==> src/rtl/seq_detector_param.sv <==
// Parametrised serial pattern detector with a valid qualifier, a registered match
// pulse and a saturating match counter with synchronous clear.
module seq_detector_param #(
    parameter int             LEN     = 5,
    parameter logic [LEN-1:0] PATTERN = 5'b00110,
    parameter bit             OVERLAP = 1'b1,
    parameter int             CNT_W   = 8
) (
    input  logic             clk,
    input  logic             rst,
    input  logic             en,
    input  logic             in,
    input  logic             clr_count,
    output logic             out,
    output logic [CNT_W-1:0] match_count,
    output logic [5:0]       fill
);

    localparam logic [5:0]       FILL_MAX = 6'(LEN);
    localparam logic [5:0]       FILL_HIT = 6'(LEN - 1);
    localparam logic [CNT_W-1:0] CNT_MAX  = '1;

    logic [LEN-1:0]   hist_q, hist_d;
    logic [5:0]       fill_q, fill_d;
    logic [CNT_W-1:0] cnt_q, cnt_d;
    logic             out_q;
    logic             match;

    always_comb begin
        hist_d = {hist_q[LEN-2:0], in};
        // fill_q counts bits already held; the current bit makes it LEN
        match  = en && (hist_d == PATTERN) && (fill_q >= FILL_HIT);

        fill_d = fill_q;
        if (en) begin
            if (match && !OVERLAP) begin
                fill_d = '0;
            end else if (fill_q < FILL_MAX) begin
                fill_d = fill_q + 6'd1;
            end
        end

        cnt_d = cnt_q;
        if (clr_count) begin
            cnt_d = '0;
        end else if (match && (cnt_q != CNT_MAX)) begin
            cnt_d = cnt_q + 1'b1;
        end
    end

    always_ff @(posedge clk) begin
        if (rst) begin
            hist_q <= '0;
            fill_q <= '0;
            cnt_q  <= '0;
            out_q  <= 1'b0;
        end else begin
            if (en) begin
                hist_q <= hist_d;
            end
            fill_q <= fill_d;
            cnt_q  <= cnt_d;
            out_q  <= match;
        end
    end

    assign out         = out_q;
    assign match_count = cnt_q;
    assign fill        = fill_q;

endmodule
==> config.mk <==
export PLATFORM = sky130hd
export DESIGN_NAME = seq_detector_param
export DESIGN_NICKNAME = d
export VERILOG_FILES = /design/src/rtl/seq_detector_param.sv
export SDC_FILE = /design/constraint.sdc
export NUM_CORES = 1
export LEC_CHECK = 0
export BUFFER_PORTS_ARGS = -buffer_cell sky130_fd_sc_hd__buf_2
export CORE_AREA = 2 2 46 48
export DETAILED_ROUTE_END_ITERATION = 8
export DIE_AREA = 0 0 48 50
export PLACE_DENSITY = 0.79
export SLEW_MARGIN = 15
export SYNTH_ARGS = -nofsm -noshare
export SYNTH_HDL_FRONTEND = slang
export SYNTH_SLANG_ARGS = --single-unit
==> constraint.sdc <==
create_clock -name clk -period 4.3 [get_ports clk]
set_clock_uncertainty 0.15 [all_clocks]
set_input_delay 0 -clock clk [delete_from_list [all_inputs] [get_ports clk]]
set_output_delay 0 -clock clk [all_outputs]
set_load 0.02 [all_outputs]
# Yosys cells after proc, flatten, opt, wreduce, memory -nomap -nowiden
# Index checks and enable logic that the tools add are counted.
dict set report word_totals {
  regBits 19
  in_bits 5
  output_inout_bits 15
}
dict set report op_classes {
  n_addsub 2
  magnitude_cmp 2
  n_eq_ne 2
  reduce_logical 5
}
# cell count
set op_table {}
lappend op_table {{adder 8 x 1 -> 8 bit (second input constant)} 1}
lappend op_table {{!= test 8 bit (second input constant)} 1}
lappend op_table {{adder 6 x 1 -> 6 bit (second input constant)} 1}
lappend op_table {{>= comparator 6 x 3 -> 1 bit (second input constant)} 1}
lappend op_table {{less-than comparator 6 x 3 -> 1 bit (second input constant)} 1}
lappend op_table {{== test 5 x 3 -> 1 bit (second input constant)} 1}
lappend op_table {{logical AND 1 bit} 3}
lappend op_table {{AND reduction 2 bit} 1}
lappend op_table {{OR reduction 2 bit} 1}

# Logic depth before layout (Yosys ltp)
dict set report logic_depth {
  ltp_word 4
  ltp_mapped 6
  ltp_nobuf 6
}

# Worst setup path after synthesis
# No wires, ideal clock.
dict set report synth_path {
  path_type {register -> register}
  startpoint {reg fill_q[2], in the netlist fill[2]}
  endpoint {reg cnt_q[4], in the netlist match_count[4]}
  setup_ns 0.070
  t_arrival_ns 1.657
  t_required_ns 4.080
  path_slack_ns 2.423
  path_stages_with_launch 5
  synth_period_minus_slack_ns 1.877
  path_cell_list {dfxtp_1 nor4_1 or4_4 or4_1 a21oi_1}
}
dict set report synth_between {
  elab_chain_len 3
}
# item line
set synth_rtl {}
lappend synth_rtl {{from (decl)} 24} ;# logic [5:0] fill_q, fill_d;
lappend synth_rtl {{from (signal assigned)} 61} ;# fill_q <= fill_d;
lappend synth_rtl {{>= comparator 6 x 3 -> 1 bit} 32} ;# match = en && (hist_d == PATTERN) && (fill_q >= FILL_HIT);
lappend synth_rtl {{logical AND 1 bit} 32}
lappend synth_rtl {{logical AND 1 bit} 46} ;# end else if (match && (cnt_q != CNT_MAX)) begin
lappend synth_rtl {{to (signal assigned)} 62} ;# cnt_q <= cnt_d;
lappend synth_rtl {{to (decl)} 25} ;# logic [CNT_W-1:0] cnt_q, cnt_d;
# Every way passes these cells.
# A chain may end at the register's enable or synchronous reset.

==> results.ini <==
[timing]
tns_ns = 0
drv_slew = 0
min_period_ns = 2.04
fin_crit_sh = 0.475
rsz0062_at_grt = false
finalHoldViolCount = 0
setup_violations = 0
tightest_slew_ns = 0.423
clock.fmax_ghz = 0.489
timing.slew.headroom = 0.715

[synthesis]
ys.flop_type = dfxtp_1
synth.most_common_cell = dfxtp_1
synthMuxAreaShare = 0.0670
synth_commonest_cells = dfxtp_1 (19), nor2_1 (13), mux2i_1 (6)
synthXorXnorAreaFrac = 0.0196
netlist_area_um2 = 896
syn_inst = 97
ys_async_sr_fraction = 0
synth_top_family_by_area = simple AND/OR/NAND/NOR gates
synth_fa_ha_area_frac = 0.0559
ys_ff_latch = 19
synth_compound_area_frac = 0.0936
synthTopCellsByArea = dfxtp_1 (42%), mux2i_1 (6.7%), ha_1 (5.6%)
syn-num-nets = 106
yosysSeqAreaShare = 0.425
syn_avg_cell_area_um2 = 9.24
synth.distinct_cells = 33
synth-edff-count = 0
yosys.area_share.simple = 0.286
synth_top_area_share = 0.425
yosysWarnings = 0
synth_top_area_cell = dfxtp_1

[min_path]
whs_path_depth = 1
holdPathEnd = fill[5]$_SDFFE_PP0P_
worstHoldPathType = reg2reg
min_from = fill[5]$_SDFFE_PP0P_

[power]
power_uw = 302
leakage_uw = 0.000464
ir_drop_mv = 0.250
power.density_nw_per_um2 = 280

[die]
std_cell_rows = 16
dieArea_um2 = 2400
fp.dieH_um = 50
core_area_um2 = 1900
die_w_um = 48
num_io_pins = 20
start_util = 0.471

[finish]
final_nets = 132
layout.cells.non_filler = 149
diodes = 0
drive_above_1_share = 0.230
area_delta_synth_final_pct = 20.4

[clock_tree]
post_cts_buffers = 0
htree_levels = 1
ctsResizeCount = 0
path_clk_slew_ns = 0.11
clockRootBuffer = clkbuf_4
cts_buffers = 3
clock-sinks = 19
cts_hold_buf = 6
clockBufferDepth = 2
clock_latency_ns = 0.30
cts_tree = built

[grt]
grt_pass1_vias = 776
antenna_found_initial = 0
grt_pass1_wl_um = 3010
grt_use_total = 0.169
grt_overflow = 0
grt_max_degree = 15

[place]
dp_hpwl_um = 1270
place_inst = 139
place_congestion = 0.889
portBuffers = 19

[route]
ant_nets = 0
drt-wirelength-per-cell_um = 12.0
viasPerCell = 5.28
drt_iter0_drc = 16
drt-total-wl_um = 1790
drc = 0
vias = 787
firstDrtPassIters = 4

[worst_setup_path]
crit_type = in2reg
crit_path_max_fanout = 7
crit_path_end_kind = flop
r2r_start = hist_q[1]$_SDFFE_PP0P_
crit_required_ns = 4.35
r2r_cells = 4
cp.arrival_ns = 2.09
reg2reg_to = match_count[3]$_SDFFE_PP0P_
startpoint_type = input port
worst-r2r-setup-slack_ns = 2.30

[flow_run]
drv_cap = 0

[outcome]
outcome = finished, final reports clean

## state kept, by name, indices dropped and copies added, names as in the netlist
name	cells
match_count	8
fill	6
hist_q	4
out	1
## worst max-delay path, cell delays in order
cell,delay [ns]
dlygate4sd3_1,0.52
buf_2,0.23
mux2i_1,0.19
dlygate4sd3_1,0.56
nor2_1,0.04
dlygate4sd3_1,0.55
## how the worst max path moves through the flow
stage / start / cells past startpoint / to / slack, ns
2_1_floorplan: fill[2]$_SDFFE_PP0P_ / 4 / match_count[4]$_SDFFE_PP0P_ / 2.42
3_3_place_gp: hist_q[1]$_SDFFE_PP0P_ / 4 / match_count[3]$_SDFFE_PP0P_ / 2.38
3_5_place_dp: hist_q[1]$_SDFFE_PP0P_ / 4 / match_count[3]$_SDFFE_PP0P_ / 2.33
4_1_cts: en / 6 / match_count[3]$_SDFFE_PP0P_ / 2.26
5_1_grt: en / 6 / match_count[3]$_SDFFE_PP0P_ / 2.16
6_report: en / 6 / hist_q[0]$_SDFFE_PP0P_ / 2.26
## cell usage in the layout, fill, tap and decap left out, types with 3 or more instances in the layout
cell type	synthesis	layout
nor3_1	3	3
inv_1	4	4
mux2i_1	6	6
nand2_1	4	4
dfxtp_1	19	19
nor2_1	13	13
a21oi_1	5	5
dlygate4sd3_1	0	6
buf_2	0	19
clkbuf_4	0	3
ha_1	4	4
nor4_1	4	4
nand3_1	4	4
o21ai_0	4	4
## cells by family after synthesis
| group | after synthesis |
|---|---|
| compound gates | 14 |
| xor+xnor | 2 |
| fa+ha+maj | 4 |
| buf+inv | 8 |
| flops | 19 |
| mux | 6 |
| simple gates | 44 |
## final cells by class
type | count | area [um2]
inverters | 4 | 15.0
flip-flops and latches | 19 | 380
fillers | 168 | 823
clock buffers | 4 | 26.3
repair buffers | 25 | 155
well taps | 27 | 33.8
multi-input cells | 70 | 468
## stage by stage
stage          hold WS (ns)  setup WS [ns]   util  area, um2
6_report              0.358           2.26  0.567       1080
3_3_place_gp          0.132           2.38  0.522        992
5_1_grt               0.375           2.16  0.567       1080
4_1_cts               0.359           2.26  0.567       1080
3_5_place_dp          0.138           2.33  0.522        992
2_1_floorplan       -0.0784           2.42      -        896
## per-layer routing
layer	track usage	share of wire
met4	0.0766	0.0095
met1	0.205	0.47
met5	0	0
met2	0.276	0.48
met3	0.0330	0.040
## power by group
| group | switching [uW] | internal, uW |
|---|---|---|
| clock network | 56.5 | 36.1 |
| registers | 4.03 | 179 |
| logic | 13.6 | 12.9 |
(Power assumes the default switching activity.)
